### src/rtl/r_clk_fwft_module.sv
`default_nettype none
// +----------------------------------------------------------------------------+
// | Module   : r_clk_fwft_module                                               |
// | Purpose  : Read-domain side of an async FIFO with first-word-fall-through  |
// |            prefetch from a registered-output RAM. Optional almost-empty    |
// |            flag enabled by macro R_ALMOST_EMPTY_EN.                        |
// | Revision : 1.0                                                            |
// +----------------------------------------------------------------------------+

module two_ff_synchronizer #(
    parameter int WIDTH = 1
) (
    input  logic             clk,
    input  logic             rst_n,
    input  logic [WIDTH-1:0] i_d,
    output logic [WIDTH-1:0] o_q
);

    logic [WIDTH-1:0] r_meta;
    logic [WIDTH-1:0] r_sync;

    always_ff @(posedge clk or negedge rst_n) begin
        if (!rst_n) begin
            r_meta <= '0;
            r_sync <= '0;
        end else begin
            r_meta <= i_d;
            r_sync <= r_meta;
        end
    end

    assign o_q = r_sync;

endmodule

module r_clk_fwft_module #(
    parameter int ADDRESS_SIZE = 4,
    parameter int DATA_SIZE    = 8,
    parameter int AE_THRESHOLD = 2
) (
    input  logic                    r_clk,
    input  logic                    rrst_n,
    input  logic [ADDRESS_SIZE:0]   w_ptr,
    input  logic [DATA_SIZE-1:0]    r_mem_data,
    input  logic                    r_en,
    output logic                    r_mem_en,
    output logic [ADDRESS_SIZE-1:0] r_addr,
    output logic [ADDRESS_SIZE:0]   r_ptr,
    output logic [DATA_SIZE-1:0]    r_data,
    output logic                    r_valid,
    output logic                    r_empty,
    output logic                    r_almost_empty
);

    typedef enum logic [0:0] {
        ST_IDLE  = 1'b0,
        ST_VALID = 1'b1
    } state_t;

    state_t                r_state;
    logic [ADDRESS_SIZE:0] r_bin;
    logic [ADDRESS_SIZE:0] w_rq2_wptr;
    logic [ADDRESS_SIZE:0] w_bnext;
    logic [ADDRESS_SIZE:0] w_gnext;

    function automatic logic [ADDRESS_SIZE:0] bin2gray(input logic [ADDRESS_SIZE:0] b);
        return b ^ (b >> 1);
    endfunction

    two_ff_synchronizer #(
        .WIDTH (ADDRESS_SIZE + 1)
    ) u_wptr_sync (
        .clk   (r_clk),
        .rst_n (rrst_n),
        .i_d   (w_ptr),
        .o_q   (w_rq2_wptr)
    );

    // A fetch is issued to fill an empty output stage, or to refill it as the
    // consumer takes the current word, so streaming has no bubble.
    assign r_mem_en = !r_empty && ((r_state == ST_IDLE) || ((r_state == ST_VALID) && r_en));
    assign w_bnext  = r_bin + {{ADDRESS_SIZE{1'b0}}, r_mem_en};
    assign w_gnext  = bin2gray(w_bnext);
    assign r_addr   = r_bin[ADDRESS_SIZE-1:0];
    assign r_data   = r_mem_data;

    always_ff @(posedge r_clk or negedge rrst_n) begin
        if (!rrst_n) begin
            r_bin   <= '0;
            r_ptr   <= '0;
            r_empty <= 1'b1;
        end else begin
            r_bin   <= w_bnext;
            r_ptr   <= w_gnext;
            r_empty <= (w_gnext == w_rq2_wptr);
        end
    end

    always_ff @(posedge r_clk or negedge rrst_n) begin
        if (!rrst_n) begin
            r_state <= ST_IDLE;
            r_valid <= 1'b0;
        end else begin
            case (r_state)
                ST_IDLE: begin
                    if (r_mem_en) begin
                        r_state <= ST_VALID;
                        r_valid <= 1'b1;
                    end
                end
                ST_VALID: begin
                    if (r_en && r_empty) begin
                        r_state <= ST_IDLE;
                        r_valid <= 1'b0;
                    end
                end
                default: begin
                    r_state <= ST_IDLE;
                    r_valid <= 1'b0;
                end
            endcase
        end
    end

`ifdef R_ALMOST_EMPTY_EN
    localparam logic [ADDRESS_SIZE:0] C_AE_THRESHOLD = (ADDRESS_SIZE + 1)'(AE_THRESHOLD);

    logic [ADDRESS_SIZE:0] w_rq2_wbin;
    logic [ADDRESS_SIZE:0] w_fill;

    function automatic logic [ADDRESS_SIZE:0] gray2bin(input logic [ADDRESS_SIZE:0] g);
        logic [ADDRESS_SIZE:0] b;
        b[ADDRESS_SIZE] = g[ADDRESS_SIZE];
        for (int i = ADDRESS_SIZE - 1; i >= 0; i--) begin
            b[i] = b[i+1] ^ g[i];
        end
        return b;
    endfunction

    // Unfetched words only; the word already presented on r_data is not counted.
    assign w_rq2_wbin = gray2bin(w_rq2_wptr);
    assign w_fill     = w_rq2_wbin - w_bnext;

    always_ff @(posedge r_clk or negedge rrst_n) begin
        if (!rrst_n) begin
            r_almost_empty <= 1'b1;
        end else begin
            r_almost_empty <= (w_fill <= C_AE_THRESHOLD);
        end
    end
`else
    assign r_almost_empty = 1'b0;
`endif

endmodule
`default_nettype wire

### config.mk
export PLATFORM = sky130hd
export DESIGN_NAME = r_clk_fwft_module
export DESIGN_NICKNAME = d
export VERILOG_FILES = /design/src/rtl/r_clk_fwft_module.sv
export SDC_FILE = /design/constraint.sdc
export NUM_CORES = 1
export LEC_CHECK = 0
export BUFFER_PORTS_ARGS = -buffer_cell sky130_fd_sc_hd__buf_2
export CAP_MARGIN = 10
export CORE_AREA = 2 2 47 49
export DETAILED_ROUTE_END_ITERATION = 6
export DIE_AREA = 0 0 49 51
export GPL_ROUTABILITY_DRIVEN = 0
export GPL_TIMING_DRIVEN = 0
export HOLD_SLACK_MARGIN = 0.06
export PLACE_DENSITY = 0.79
export SLEW_MARGIN = 20
export SYNTH_ARGS = -nofsm -noshare
export SYNTH_HDL_FRONTEND = slang
export SYNTH_SLANG_ARGS = --single-unit
### constraint.sdc
create_clock -name r_clk -period 5.6 [get_ports r_clk]
set_input_delay 0.56 -clock r_clk [delete_from_list [all_inputs] [get_ports r_clk]]
set_output_delay 0.56 -clock r_clk [all_outputs]
set_load 0.02 [all_outputs]
==> impl_metrics.tcl, run 1 <==
set metrics [dict create \
    setup-tns-final_ns 0 \
    clock_insertion_delay_worst_skew_ns 0.30 \
    critical_path_required_ns 5.84 \
    final_hold_viol_count 0 \
    yosys_warning_total 0 \
    detailed_router_s_first_iteration_violation_count 3 \
    routed-via-count 582 \
    num_antenna_cells 0 \
    dieHeight_um 51 \
    hold_path_class "in2async" \
    run_status "completed" \
    cts_repair_resize_count 0 \
    critical_path_arrival_ns 2.31 \
    fp-row-count 17 \
    final_layout_size_suffix_gt1_share_pct 46.1 \
    die_area_um2 2500 \
    initial_core_util_pct 46.4 \
    grt_antenna_before_repair 0 \
    cts_hold_buffers 0 \
    preCtsSetupSlack_ns 3.23 \
    grt_start_max_net_pins 23 \
    worst_path_fanout_max 5 \
    r2r-end "r_empty" \
    cpMostUsedCell "ha_1" \
    p_per_cell_area_nw_per_um2 563 \
    irDropWorstVdd_uv 243 \
    grt_overflow_total 0 \
    critical-path-top-delay-family "flip-flops" \
    yosys.area.top_type_share_pct 54.9 \
    max_freq_mhz 482 \
    r2r_setup_slk_ns 3.53 \
    post-cts-setup-buffer-count 0 \
    maxCapViolations 0 \
    dr.pass1.iters 2 \
    timing.critical_path.slowest_cell_delay_ns 0.57 \
    detailedPlacementHpwl_um 1150 \
    synth.yosys.seq_area_share_pct 57.6 \
    critPathSlowestCell "dfstp_2" \
    first_global_vias 525 \
    cts.sink_count 22 \
    flow.area_growth_from_synthesis_pct 21.6 \
    timing.critical_path.depth 8 \
    layoutNonFillerInstCount 130 \
    routed_wire_length_per_instance_um 11.0 \
    port_buffers 27 \
    dp.cells 126 \
    p_leak_nw 0.591 \
    yosys_register_bits 22 \
    final.period_utilization_pct 37.0 \
    gr-usage-all-layers_pct 13.8 \
    die_w_um 49 \
    crit_path_cell_trace "a21oi_1 > ha_1 > ha_1 > buf_2 > xnor3_1 > nor3_2 > o211ai_2 > a21oi_2" \
    synthesis.instances 71 \
    yosys.cell_types.count 26 \
    finalNetCount 121 \
    final_max_slew_viol_count 0 \
    synthesis.area_um2 957 \
    nFillCells 177 \
    worst-setup-path-type "reg2reg" \
    grt_setup_unrepaired "no" \
    setup_ws_ns 3.53 \
    post-route-drc-count 0 \
    critical_path.startpoint_type "flop" \
    setup_viol_count_final 0 \
    critPathCaptureType "flop" \
    detail-route-antenna-nets 0 \
    cts-htree-levels 1 \
    worst_setup_hold_path_clk_slew_ns 0.11 \
    reg2regPathDepth 8 \
    post-route-min-period_ns 2.07 \
    synth_area_per_cell_um2 13.5 \
    cts_bufs_inserted 3 \
    detail_route.vias_per_cell 4.48 \
    multi_input_area_um2 318 \
    first_pass_grt_wire_length_um 2460 \
    synth.area.top_cells "dfrtp_1 55%, buf_4 7.1%, xnor2_1 5.5%" \
    register_area_um2 552 \
    cts_buffer_depth 2 \
    clock-skew-final_ns 0.00618 \
    synthesis.nets 89 \
    io-pin-count 37 \
    synth_top_cell_by_area "dfrtp_1" \
    crit-reg2reg-launch "r_empty" \
    area_of_the_core_um2 2060 \
    tritoncts "yes" \
    detail_route.wirelength_um 1440 \
    cp.buffers_inverters 1 \
    clockRootBuffer "clkbuf_4" \
]
## report_power, final
group | total [W] | internal [W] | switching, W
logic | 0.000326 | 0.000150 | 0.000176
clock network | 0.0000828 | 0.0000397 | 0.0000431
registers | 0.000245 | 0.000207 | 0.0000384
## cells in the final DEF, fill, tap and decap left out, types with 3 or more instances in the layout
master	Yosys	layout
buf_4	9	9
xnor2_1	6	6
clkbuf_4	0	3
dfrtp_1	21	21
inv_1	4	4
xor2_1	5	5
buf_2	1	28
## sequential cells by signal, summed over array words and instances, names as in the netlist
signal,flops
r_bin,5
u_wptr_sync.r_meta,5
r_state,1
r_empty,1
u_wptr_sync.o_q,5
r_valid,1
r_ptr,4
## layer usage
layer	global-route usage [%]	wire, µm	part of all wire [%]
met1	14.3	515	36
met2	25.1	771	54
met3	5.26	125	8.7
met4	5.71	23	1.6
met5	0	0	0
## synth_stat cells
master	number
and3_1	1
buf_4	9
dfstp_2	1
o21ai_1	1
o21ai_0	2
dfrtp_1	21
ha_1	2
or3_1	1
conb_1	1
o211ai_2	1
a21oi_2	1
a21oi_1	1
nand3_1	2
a22o_1	1
nor2_1	2
xnor2_4	1
nor2b_1	1
a21boi_2	1
inv_1	4
buf_2	1
xnor3_1	2
nor3_2	1
xor2_1	5
nand2_1	1
xnor2_1	6
a2bb2oi_1	1
## cell families (layout without fill, tap and decap cells)
| group | after synthesis | count (layout) | synth area share, % |
|---|---|---|---|
| AO/OA/AOI/OAI | 9 | 9 | 7.32 |
| XOR/XNOR | 14 | 14 | 17.6 |
| adder cells (fa/ha/maj) | 2 | 2 | 2.61 |
| buffers and inverters | 14 | 45 | 9.15 |
| flip-flops | 22 | 22 | 57.6 |
| other | 1 | 1 | 0.392 |
| AND/OR/NAND/NOR | 9 | 9 | 5.23 |
## worst max-delay path by stage
stage	to	startpoint
2_1_floorplan	r_empty	r_en
3_3_place_gp	r_empty	r_en
3_5_place_dp	r_empty	r_en
4_1_cts	r_empty	r_empty
5_1_grt	r_empty	r_empty
6_report	r_empty	r_empty
## final cells by class
type	instances	share of cell area, %
clock buffer	4	3.12
tap	28	3.01
sequential	22	47.4
buffer	10	6.24
inverter	4	1.29
multi-input combinational	35	27.3
timing repair buffer	27	11.6
## metrics by stage
| stage | power [W] | hold slack [ns] | instance area (µm²) | utilization [%] |
|---|---|---|---|---|
| 2_1_floorplan | 0.000500 | 0.264 | 957 | - |
| 3_3_place_gp | 0.000568 | 0.331 | 1130 | 54.6 |
| 3_5_place_dp | 0.000580 | 0.336 | 1130 | 54.6 |
| 4_1_cts | 0.000665 | 0.194 | 1160 | 56.4 |
| 5_1_grt | 0.000706 | 0.210 | 1160 | 56.4 |
| 6_report | 0.000655 | 0.193 | 1160 | 56.4 |
Note: power is estimated with default switching activity, not from simulation.
==> inputs of run 2 (changes only) <==
--- a/config.mk
+++ b/config.mk
@@ -7,13 +7,13 @@
 export LEC_CHECK = 0
 export BUFFER_PORTS_ARGS = -buffer_cell sky130_fd_sc_hd__buf_2
 export CAP_MARGIN = 10
-export CORE_AREA = 2 2 47 49
+export CORE_AREA = 2 2 51 53
 export DETAILED_ROUTE_END_ITERATION = 6
-export DIE_AREA = 0 0 49 51
+export DIE_AREA = 0 0 53 55
 export GPL_ROUTABILITY_DRIVEN = 0
 export GPL_TIMING_DRIVEN = 0
 export HOLD_SLACK_MARGIN = 0.06
-export PLACE_DENSITY = 0.79
+export PLACE_DENSITY = 0.71
 export SLEW_MARGIN = 20
 export SYNTH_ARGS = -nofsm -noshare
 export SYNTH_HDL_FRONTEND = slang
==> constraint.sdc (replaced) <==
create_clock -name r_clk -period 1.8 [get_ports r_clk]
set_input_delay 0.18 -clock r_clk [delete_from_list [all_inputs] [get_ports r_clk]]
set_output_delay 0.18 -clock r_clk [all_outputs]
set_load 0.02 [all_outputs]
==> impl_metrics.tcl, run 2 (synthesized netlist as in run 1, its figures left out) <==
set metrics [dict create \
    setup_ws_ns 0.0805 \
    post-route-drc-count 0 \
    first_global_vias 602 \
    post-route-min-period_ns 1.72 \
    maxCapViolations 0 \
    grt_antenna_before_repair 0 \
    worst_setup_hold_path_clk_slew_ns 0.11 \
    reg2regPathDepth 7 \
    grt_setup_unrepaired "no" \
    cts.sink_count 22 \
    p_per_cell_area_nw_per_um2 1740 \
    first_pass_grt_wire_length_um 2480 \
    p_leak_nw 0.650 \
    setup_viol_count_final 0 \
    area_of_the_core_um2 2360 \
    io-pin-count 37 \
    die_w_um 53 \
    finalNetCount 130 \
    nFillCells 211 \
    detailed_router_s_first_iteration_violation_count 2 \
    cts-htree-levels 1 \
    crit-reg2reg-launch "r_state" \
    critical_path_required_ns 2.04 \
    final.period_utilization_pct 95.5 \
    routed-via-count 604 \
    grt_start_max_net_pins 23 \
    r2r_setup_slk_ns 0.08 \
    routed_wire_length_per_instance_um 10.4 \
    layout_commonest_cell "buf_2" \
    detail-route-antenna-nets 0 \
    clock-skew-final_ns 0.00303 \
    setup-tns-final_ns 0 \
    detail_route.wirelength_um 1460 \
    die_area_um2 2920 \
    clock_insertion_delay_worst_skew_ns 0.30 \
    dr.pass1.iters 3 \
    fp-row-count 18 \
    port_buffers 27 \
    max_freq_mhz 582 \
    gr-usage-all-layers_pct 12.1 \
    final_max_slew_viol_count 0 \
    final_core_utilization_pct 55.8 \
    worst_path_fanout_max 5 \
    critical_path_arrival_ns 1.96 \
    num_antenna_cells 0 \
    irDropWorstVdd_uv 860 \
    holdPathStages 4 \
    crit_path_end "r_empty" \
    worst-setup-path-type "reg2reg" \
    flow.area_growth_from_synthesis_pct 37.8 \
    detail_route.vias_per_cell 4.28 \
    initial_core_util_pct 40.5 \
    cts_buffer_depth 2 \
    cp-startpoint "r_state" \
    tritoncts "yes" \
    final_hold_viol_count 0 \
    critical_path.startpoint_type "flop" \
    hold_path_class "in2reg" \
    preCtsSetupSlack_ns -0.0369 \
    critPathCaptureType "flop" \
    run_status "completed" \
    r2r-end "r_empty" \
    cts_bufs_inserted 3 \
    dieHeight_um 55 \
    clockRootBuffer "clkbuf_4" \
    highest_count_cells_in_the_layout_ignoring_fill_and_taps "27 x buf_2, 21 x dfrtp_1, 12 x buf_4" \
    final_layout_size_suffix_gt1_share_pct 48.6 \
    grt_overflow_total 0 \
]
## run 2: report_power, final
group | total (W) | switching, W | internal (W)
logic | 0.00115 | 0.000575 | 0.000572
clock network | 0.000367 | 0.000142 | 0.000225
registers | 0.000774 | 0.000130 | 0.000644
## run 2: metrics by stage
step / cell area, µm² / total power (W) / hold slack (ns) / cells
3_3_place_gp: 1180 / 0.00186 / 0.158 / 128
3_5_place_dp: 1180 / 0.00191 / 0.164 / 128
4_1_cts: 1310 / 0.00230 / 0.223 / 140
2_1_floorplan: 1010 / 0.00164 / -0.116 / 71
5_1_grt: 1320 / 0.00245 / 0.278 / 141
6_report: 1320 / 0.00229 / 0.245 / 141
## run 2: area by class of cell
type | instances | area, µm² | share of cell area (%)
flip-flops and latches | 22 | 552 | 41.8
multi-input cells | 35 | 367 | 27.8
repair buffers | 37 | 228 | 17.3
plain buffers | 9 | 67.6 | 5.12
well taps | 30 | 37.5 | 2.85
clock inverters | 1 | 30.0 | 2.28
clock buffers | 3 | 22.5 | 1.71
inverters | 4 | 15.0 | 1.14
## run 2: how the worst min path moves through the flow
stage	to	slack, ns	from
4_1_cts	r_valid	0.22	r_en
2_1_floorplan	r_bin[0]	-0.12	rrst_n
5_1_grt	r_valid	0.28	r_en
3_3_place_gp	u_wptr_sync.r_meta[3]	0.16	rrst_n
6_report	r_valid	0.25	r_en
3_5_place_dp	r_bin[4]	0.16	rrst_n
## run 2: metal layers
| layer | part of all wire, % | global-route usage (%) | up-vias |
|---|---|---|---|
| met5 | 0 | 0 | - |
| met4 | 1.7 | 5.13 | 0 |
| met3 | 5.7 | 2.42 | 4 |
| met2 | 56 | 23.3 | 24 |
| met1 | 37 | 12.8 | 275 |
| li1 | - | - | 301 |
## run 2: critical path, cell delays in order, from the launching register on
cell and delay [ns]:
dfrtp_1 0.42, a21oi_4 0.16, ha_4 0.16, ha_4 0.17
nor2b_4 0.05, a22o_1 0.22, or3_4 0.33, a21oi_2 0.15
## run 2: what timing repair did
action                                  4_1_cts  5_1_grt
hold buffers                                  7        0
endpoints found under the setup margin        1        1
buffers inserted                              2        1
gates resized for setup                       0        1
pin swaps                                     3        5
hold endpoints to repair                     27        0
==> inputs of run 3 (changes only) <==
--- a/config.mk
+++ b/config.mk
@@ -7,13 +7,12 @@
 export LEC_CHECK = 0
 export BUFFER_PORTS_ARGS = -buffer_cell sky130_fd_sc_hd__buf_2
 export CAP_MARGIN = 10
-export CORE_AREA = 2 2 51 53
+export CORE_AREA = 2 2 56 58
 export DETAILED_ROUTE_END_ITERATION = 6
-export DIE_AREA = 0 0 53 55
+export DIE_AREA = 0 0 58 60
 export GPL_ROUTABILITY_DRIVEN = 0
 export GPL_TIMING_DRIVEN = 0
 export HOLD_SLACK_MARGIN = 0.06
-export PLACE_DENSITY = 0.71
 export SLEW_MARGIN = 20
 export SYNTH_ARGS = -nofsm -noshare
 export SYNTH_HDL_FRONTEND = slang
==> impl_metrics.tcl, run 3 (synthesized netlist as in run 1, its figures left out) <==
set metrics [dict create \
    clockRootBuffer "clkbuf_4" \
    worst_setup_hold_path_clk_slew_ns 0.12 \
    tritoncts "yes" \
    post-route-min-period_ns 1.69 \
    layoutNonFillerInstCount 143 \
    final_core_utilization_pct 44.6 \
    critical-path-top-delay-family "flip-flops" \
    first_pass_grt_wire_length_um 2630 \
    dr.pass1.iters 4 \
    p_leak_nw 0.636 \
    critPathCaptureType "flop" \
    cts_buffer_depth 2 \
    p_per_cell_area_nw_per_um2 1670 \
    post-route-drc-count 0 \
    reg2regPathDepth 7 \
    flow.area_growth_from_synthesis_pct 35.2 \
    routed-via-count 611 \
    worst-setup-path-type "reg2reg" \
    dieHeight_um 60 \
    cts_repair_resize_count 0 \
    die_w_um 58 \
    holdPathStages 4 \
    r2r_setup_slk_ns 0.11 \
    max_freq_mhz 591 \
    num_antenna_cells 0 \
    maxCapViolations 0 \
    hold_path_class "in2reg" \
    irDropWorstVdd_uv 774 \
    port_buffers 27 \
    fp-row-count 20 \
    crit-reg2reg-launch "r_empty" \
    detailed_router_s_first_iteration_violation_count 6 \
    power_switching_share_pct 39.0 \
    critical_path_required_ns 2.05 \
    layout_commonest_cell "buf_2" \
    setup_viol_count_final 0 \
    cp.buffers_inverters 0 \
    setup-tns-final_ns 0 \
    grt_setup_unrepaired "no" \
    cell_internal_pwr_w 0.00132 \
    clock_insertion_delay_worst_skew_ns 0.31 \
    detailedPlacementHpwl_um 1150 \
    pwr-share-clk_pct 12.6 \
    critical_path_arrival_ns 1.95 \
    gr-usage-all-layers_pct 10.3 \
    grt_antenna_before_repair 0 \
    grt_overflow_total 0 \
    p_seq_share_pct 35.4 \
    cts_bufs_inserted 3 \
    crit_path_cell_trace "a21oi_4 > ha_4 > ha_4 > nor2b_4 > nor2_1 > or3_1 > a21oi_2" \
    timing.critical_path.slowest_cell_delay_ns 0.57 \
    dp.cells 131 \
    nFillCells 279 \
    cts.sink_count 22 \
    finalNetCount 129 \
    r2r-end "r_empty" \
    finalHoldWorstSlack_ns 0.235 \
    grt_start_max_net_pins 23 \
    min_delay_worst_endpoint "r_valid" \
    highest_count_cells_in_the_layout_ignoring_fill_and_taps "27 x buf_2, 21 x dfrtp_1, 11 x buf_4" \
    detail-route-antenna-nets 0 \
    cts-htree-levels 1 \
    run_status "completed" \
    detail_route.wirelength_um 1530 \
    clock-skew-final_ns 0.00472 \
    worst_path_fanout_max 5 \
    critical_path.startpoint_type "flop" \
    cpMostUsedCell "ha_4" \
    critPathSlowestCell "dfstp_2" \
    initial_core_util_pct 33.0 \
    final_max_slew_viol_count 0 \
    first_global_vias 636 \
    io-pin-count 37 \
    area_of_the_core_um2 2900 \
    routed_wire_length_per_instance_um 10.7 \
    final.period_utilization_pct 94.0 \
    detail_route.vias_per_cell 4.27 \
    final_layout_size_suffix_gt1_share_pct 47.3 \
    die_area_um2 3480 \
    timing.hold.worst.start "r_en" \
    p_sw_w 0.000845 \
    power.combinational.fraction_pct 52.0 \
    final_hold_viol_count 0 \
]
-- run 3: worst min-delay path, cell delays in order --
cell and delay [ns]:
buf_2 0.08, inv_1 0.06, o21ai_1 0.12, a2bb2oi_1 0.07
-- run 3: area by class of cell --
| class | instances | area, µm² | share of cell area [%] |
|---|---|---|---|
| sequential | 22 | 552 | 42.6 |
| multi-input combinational | 35 | 362 | 27.9 |
| timing repair buffer | 36 | 220 | 17.0 |
| buffer | 9 | 67.6 | 5.22 |
| tap | 33 | 41.3 | 3.19 |
| clock buffer | 4 | 36.3 | 2.80 |
| inverter | 4 | 15.0 | 1.16 |
-- run 3: power by group through the flow --
| stage | Sequential [W] | Clock, W | Combinational, W |
|---|---|---|---|
| after floorplan | 0.000929 | 0 | 0.000711 |
| after global placement | 0.000785 | 0 | 0.00108 |
| after detailed placement | 0.000787 | 0 | 0.00112 |
| after CTS | 0.000770 | 0.000292 | 0.00115 |
| after global routing | 0.000793 | 0.000314 | 0.00122 |
| final | 0.000767 | 0.000272 | 0.00113 |
-- run 3: how the worst max path moves through the flow --
stage / slack [ns] / start / cells after the start / end
6_report: 0.11 / r_empty / 7 / r_empty
5_1_grt: 0.02 / r_state / 7 / r_empty
4_1_cts: 0.06 / r_state / 7 / r_empty
3_5_place_dp: -0.03 / r_state / 8 / r_empty
3_3_place_gp: -0.02 / r_state / 8 / r_empty
2_1_floorplan: -0.05 / r_empty / 8 / r_empty
-- run 3: what timing repair did --
action	CTS	global route
cloned	0	0
endpoints found under the setup margin	1	1
pin swaps	4	2
endpoints found under the hold margin	27	0
hold buffers	7	0
buffers inserted	2	0
-- run 3: layer usage --
metal,global-route usage (%),share of wire (%)
met1,10.8,41
met2,19.0,51
met4,4.98,1.9
met5,0,0
met3,2.81,6.2
-- run 3: through the flow --
stage          worst slack, ns  cell area [µm²]  total power, W
6_report                 0.109             1290         0.00216
5_1_grt                 0.0224             1290         0.00233
4_1_cts                 0.0564             1290         0.00221
3_5_place_dp           -0.0314             1180         0.00190
3_3_place_gp           -0.0198             1180         0.00187
2_1_floorplan          -0.0501             1010         0.00164
